--- src/rtl/alu_muldiv_seq.sv ---
// Multi-cycle MUL/DIVU/REMU sequencer that borrows the EX-stage ALU.
// When idle the EX operands pass straight through to the ALU. On a request the
// sequencer takes over the ALU input mux and iterates using only add, sub and
// sltiu, holding stall high until the result is ready.
module alu_muldiv_seq #(
    parameter int unsigned         XLEN        = 32,
    parameter int unsigned         CNT_W       = 6,
    parameter int unsigned         ALUOP_W     = 5,
    parameter logic [ALUOP_W-1:0]  ALUOP_ADD   = 5'd0,
    parameter logic [ALUOP_W-1:0]  ALUOP_SUB   = 5'd1,
    parameter logic [ALUOP_W-1:0]  ALUOP_SLTIU = 5'd11
) (
    input  logic               clk,
    input  logic               rstn,
    input  logic [XLEN-1:0]    ex_A,
    input  logic [XLEN-1:0]    ex_B,
    input  logic [ALUOP_W-1:0] ex_ALUOp,
    input  logic               md_start,
    input  logic [1:0]         md_op,
    input  logic [XLEN-1:0]    md_a,
    input  logic [XLEN-1:0]    md_b,
    output logic [XLEN-1:0]    alu_A,
    output logic [XLEN-1:0]    alu_B,
    output logic [ALUOP_W-1:0] alu_ALUOp,
    input  logic [XLEN-1:0]    alu_C,
    output logic               stall,
    output logic               md_done,
    output logic [XLEN-1:0]    md_result
);

    typedef enum logic [2:0] {
        StIdle,
        StMul,
        StDivCmp,
        StDivSub,
        StDone
    } state_e;

    localparam logic [1:0] OpDivu = 2'b01;
    localparam logic [1:0] OpRemu = 2'b10;

    state_e            r_state;
    state_e            w_state_nxt;

    logic [1:0]        r_op;
    logic [CNT_W-1:0]  r_cnt;
    logic [XLEN-1:0]   r_acc;
    logic [XLEN-1:0]   r_mcand;
    logic [XLEN-1:0]   r_mplier;
    logic [XLEN-1:0]   r_rem;
    logic [XLEN-1:0]   r_q;
    logic [XLEN-1:0]   r_div;
    logic [XLEN-1:0]   r_rs;
    logic [XLEN-1:0]   r_result;

    logic [XLEN-1:0]   w_rs;
    logic              w_last;
    logic              w_req_div;
    logic              w_b_zero;
    logic              w_rem_top;
    logic              w_lt;
    logic [XLEN-1:0]   w_sel;

    // Shifted partial remainder; its 33rd bit is r_rem[XLEN-1].
    assign w_rs      = {r_rem[XLEN-2:0], r_q[XLEN-1]};
    assign w_last    = (r_cnt == CNT_W'(XLEN - 1));
    assign w_req_div = (md_op == OpDivu) || (md_op == OpRemu);
    assign w_b_zero  = (md_b == '0);
    assign w_rem_top = r_rem[XLEN-1];
    assign w_lt      = alu_C[0];

    // Result selection; reserved op code 11 behaves as MUL.
    always_comb begin
        w_sel = r_acc;
        if (r_op == OpDivu) begin
            w_sel = r_q;
        end else if (r_op == OpRemu) begin
            w_sel = r_rem;
        end
    end

    // State register.
    always_ff @(posedge clk or negedge rstn) begin
        if (!rstn) begin
            r_state <= StIdle;
        end else begin
            r_state <= w_state_nxt;
        end
    end

    // Next-state logic.
    always_comb begin
        w_state_nxt = r_state;
        case (r_state)
            StIdle: begin
                if (md_start) begin
                    if (!w_req_div) begin
                        w_state_nxt = StMul;
                    end else if (w_b_zero) begin
                        w_state_nxt = StDone;
                    end else begin
                        w_state_nxt = StDivCmp;
                    end
                end
            end
            StMul: begin
                if (w_last) begin
                    w_state_nxt = StDone;
                end
            end
            StDivCmp: begin
                if (w_rem_top || !w_lt) begin
                    w_state_nxt = StDivSub;
                end else if (w_last) begin
                    w_state_nxt = StDone;
                end
            end
            StDivSub: begin
                w_state_nxt = w_last ? StDone : StDivCmp;
            end
            StDone: begin
                w_state_nxt = StIdle;
            end
            default: begin
                w_state_nxt = StIdle;
            end
        endcase
    end

    // Datapath registers: operand latch, iteration and result hold.
    always_ff @(posedge clk or negedge rstn) begin
        if (!rstn) begin
            r_op     <= 2'b00;
            r_cnt    <= '0;
            r_acc    <= '0;
            r_mcand  <= '0;
            r_mplier <= '0;
            r_rem    <= '0;
            r_q      <= '0;
            r_div    <= '0;
            r_rs     <= '0;
            r_result <= '0;
        end else begin
            case (r_state)
                StIdle: begin
                    if (md_start) begin
                        r_op     <= md_op;
                        r_cnt    <= '0;
                        r_acc    <= '0;
                        r_mcand  <= md_a;
                        r_mplier <= md_b;
                        r_div    <= md_b;
                        // Divide by zero preloads the architectural results.
                        if (w_b_zero) begin
                            r_q   <= '1;
                            r_rem <= md_a;
                        end else begin
                            r_q   <= md_a;
                            r_rem <= '0;
                        end
                    end
                end
                StMul: begin
                    if (r_mplier[0]) begin
                        r_acc <= alu_C;
                    end
                    r_mcand  <= {r_mcand[XLEN-2:0], 1'b0};
                    r_mplier <= {1'b0, r_mplier[XLEN-1:1]};
                    r_cnt    <= r_cnt + CNT_W'(1);
                end
                StDivCmp: begin
                    if (!w_rem_top && w_lt) begin
                        r_rem <= w_rs;
                        r_q   <= {r_q[XLEN-2:0], 1'b0};
                        r_cnt <= r_cnt + CNT_W'(1);
                    end else begin
                        r_rs  <= w_rs;
                    end
                end
                StDivSub: begin
                    r_rem <= alu_C;
                    r_q   <= {r_q[XLEN-2:0], 1'b1};
                    r_cnt <= r_cnt + CNT_W'(1);
                end
                StDone: begin
                    r_result <= w_sel;
                end
                default: begin
                end
            endcase
        end
    end

    // Outputs: ALU mux ownership, stall, done pulse and result.
    always_comb begin
        alu_A     = ex_A;
        alu_B     = ex_B;
        alu_ALUOp = ex_ALUOp;
        case (r_state)
            StIdle: begin
                alu_A     = ex_A;
                alu_B     = ex_B;
                alu_ALUOp = ex_ALUOp;
            end
            StMul: begin
                alu_A     = r_acc;
                alu_B     = r_mcand;
                alu_ALUOp = ALUOP_ADD;
            end
            StDivCmp: begin
                // Shifted remainder >= 2^XLEN always subtracts; ALU idles.
                if (w_rem_top) begin
                    alu_A     = '0;
                    alu_B     = '0;
                    alu_ALUOp = ALUOP_ADD;
                end else begin
                    alu_A     = w_rs;
                    alu_B     = r_div;
                    alu_ALUOp = ALUOP_SLTIU;
                end
            end
            StDivSub: begin
                alu_A     = r_rs;
                alu_B     = r_div;
                alu_ALUOp = ALUOP_SUB;
            end
            default: begin
                alu_A     = '0;
                alu_B     = '0;
                alu_ALUOp = ALUOP_ADD;
            end
        endcase
        stall     = (r_state != StIdle);
        md_done   = (r_state == StDone);
        // Result is visible during the done cycle and held afterwards.
        md_result = (r_state == StDone) ? w_sel : r_result;
    end

endmodule

--- config.mk ---
export PLATFORM = sky130hd
export DESIGN_NAME = alu_muldiv_seq
export DESIGN_NICKNAME = d
export VERILOG_FILES = /design/src/rtl/alu_muldiv_seq.sv
export SDC_FILE = /design/constraint.sdc
export NUM_CORES = 1
export LEC_CHECK = 0
export ABC_AREA = 0
export CORE_MARGIN = 2
export CORE_UTILIZATION = 47
export DETAILED_ROUTE_END_ITERATION = 8
export HOLD_SLACK_MARGIN = 0.15
export PLACE_DENSITY = 0.84
export SYNTH_ARGS = -nofsm -noshare
export SYNTH_HDL_FRONTEND = slang
export SYNTH_SLANG_ARGS = --single-unit
--- constraint.sdc ---
create_clock -name clk -period 2.15 [get_ports clk]
set_clock_uncertainty 0.1 [all_clocks]
set_input_delay 0.645 -clock clk [delete_from_list [all_inputs] [get_ports clk]]
set_output_delay 0.645 -clock clk [all_outputs]
set_load 0.02 [all_outputs]
==> flow_summary.toml <==
[power_and_ir_drop]
ir_worst_vdd_mv = 0.8945
power_leakage_nw = 9.863
p_per_area_nw_per_um2 = 1587

[route]
wl_per_cell_microns = 23.27
antenna_left = 0
firstDrtPassIters = 9
avgViaCountPerCell = 6.290
route.detailed.drc = 11
drt_iter0_markers = 2265
drt_wl_total_mm = 54.26
vias = 14670

[yosys]
synth_top_area_share_pct = 51.00
syn-instance-count = 1483
yosys_warnings = 0
synth_edf_count = 0
synth.most_common_cell = "nand2_1"
synth_area_leaders = "dfrtp_1, nand2_1, a222oi_1"
synthDistinctLibCells = 44
synth-main-ff-cell = "dfrtp_1"
ys_seq_elements = 267
seq_area_frac_synth_pct = 51.00
ys_async_sr_fraction_pct = 100.0
synth_common_cells = "nand2_1, dfrtp_1, nor2_1"
syn-num-nets = 1654
synth.avg_cell_area_sq_um = 8.833
synthesis.area_sq_um = 13100
yosysTopAreaCell = "dfrtp_1"

[floorplanning]
num_rows = 61
io_pins = 273
die_area_sq_um = 29220
die_width_microns = 171.0
initial_core_util_pct = 47.41
die_y_microns = 171.0
fp.coreArea_sq_um = 27630

[timing]
finalSetupViolCount = 202
fin_crit_ps = 2996
finalWorstSetupSlack_ps = -845.9
tightest_slew_ps = 542.1
fin_crit_sh_pct = 139.3
maxSlewHeadroom_pct = 63.86
holdWs_ps = 379.0
fmax_mhz = 333.8
rsz0062_at_grt = "yes"
slew_violations = 0
fin_setup_tns_ps = -73890
hold_viol_final = 0

[status]
violations = "DRC, setup timing"
status = "complete, but fails checks"

[placed_design]
gp_congestion = 0.9327
numPortBuffers = 272
dp_hpwl_mm = 33.34

[setup_path]
worst-path-max-fanout = 7
crit_required_ps = 1400
worstSetupStartpointType = "flip-flop"
critPathKind = "flip-flop to output pin"
crit_path_end_kind = "output pin"
cp.arrival_ps = 2250

[global_route]
gr-total-overflow = 0
track_usage_pct = 34.44
antenna_found_initial = 1
grt_pass1_vias = 14440
grt_pass1_wl_mm = 78.19
grt_max_degree = 61

[cells_and_area]
diodes = 0
drive_gt1_share_pct = 29.27
area_delta_synth_final_pct = 58.76
layout.nets = 2103

[flow_run]
max_cap_violations = 0

[clocking]
cts-root-buf = "clkbuf_16"
cts_tree = "built"
clock_path_buffers = 3
worstSkewPairLatency_ps = 550
numCtsBuffers = 28
htreeDepth = 1
clk_pin_slew_ps = 60
cts_sinks = 267

[hold_path]
hold_class = "flip-flop to flip-flop"
-- timing repair --
item / 4_1_cts / 5_1_grt
setup endpoints to repair: 196 / 185
setup buffers: 23 / 17
pin swaps: 43 / 31
hold buffers: 1 / 0
gates resized for setup: 644 / 80
cloned: 10 / 7
hold endpoints to repair: 47 / 0
-- sequential cells by signal, indices dropped and copies added (netlist names) --
signal    count
r_acc        32
r_cnt         6
r_div        32
r_mcand      32
r_mplier     32
r_op          2
r_q          32
r_rem        32
r_result     32
r_rs         32
r_state       3
-- path summary, 6_finish.rpt --
check	cells past startpoint	to	slack, ps	start
max in group asynchronous	3	r_q[14]	730	rstn
setup / recovery	8	alu_A[26]	-850	r_state[1]
min in group asynchronous	2	r_rs[8]	560	rstn
hold reg to reg	2	r_mplier[0]	380	r_mplier[0]
setup reg to reg	9	r_rem[28]	-210	r_state[0]
hold / removal	2	r_mplier[0]	380	r_mplier[0]
-- placed cells by master, fill, tap and decap left out, drive strengths merged, types with 41 or more instances in the layout --
cell type,instances
a21oi,42
a222oi,60
buf,360
clkbuf,49
clkdlybuf4s50,168
dfrtp,267
inv,65
mux2i,41
nand2,400
nor2,110
nor3,66
o21ai,42
o22ai,61
-- layer usage --
layer,GRT usage [%],vias up,routed length [microns]
met5,0,-,13
li1,-,6164,-
met1,44.45,7061,19360
met4,15.70,2,3101
met2,56.06,1176,25560
met3,7.171,265,6229
-- metrics by stage --
| stage | setup slack [ps] | cells | area [sq um] | util, % | power [mW] |
|---|---|---|---|---|---|
| floorplan | -65.17 | 1483 | 13780 | - | 17.70 |
| finish | -845.9 | 2332 | 20800 | 75.27 | 33.01 |
| global route | -905.7 | 2332 | 20800 | 75.27 | 34.41 |
| detailed placement | -723.8 | 2228 | 18520 | 67.04 | 24.97 |
| global placement | -726.7 | 2228 | 18520 | 67.04 | 24.34 |
| CTS | -767.4 | 2311 | 20260 | 73.33 | 31.25 |
-- critical path: stages (launching register included) --
cell	delay [ps]
dfrtp_2	500
buf_4	170
buf_8	140
buf_4	150
mux2i_1	240
nor2_1	80
a21oi_1	150
o21ai_1	100
buf_4	170
-- final cells by class --
type	instances	area (sq um)
fill	1744	6832
sequential	267	6686
multi-input combinational	1028	6623
timing repair buffer	543	5819
clock buffer	42	844.6
tap	378	473.0
inverter	64	245.2
clock inverter	10	106.4
-- power by group --
part	leakage, nW	internal [mW]	total [mW]	switching (mW)
Clock	0.471	2.95	5.02	2.06
Sequential	3.30	7.06	8.72	1.66
Combinational	6.09	8.72	19.3	10.6
-- cell families after synthesis --
logic type / synth area share, %
muxes: 3.563
AOI/OAI and AO/OA: 19.02
adders and majority gates: 0.09550
xor gates and xnor gates: 0.2006
DFF: 51.00
and+or+nand+nor: 20.20
buffers and inverters: 5.922
No activity file was read; power rests on OpenSTA's default activity.
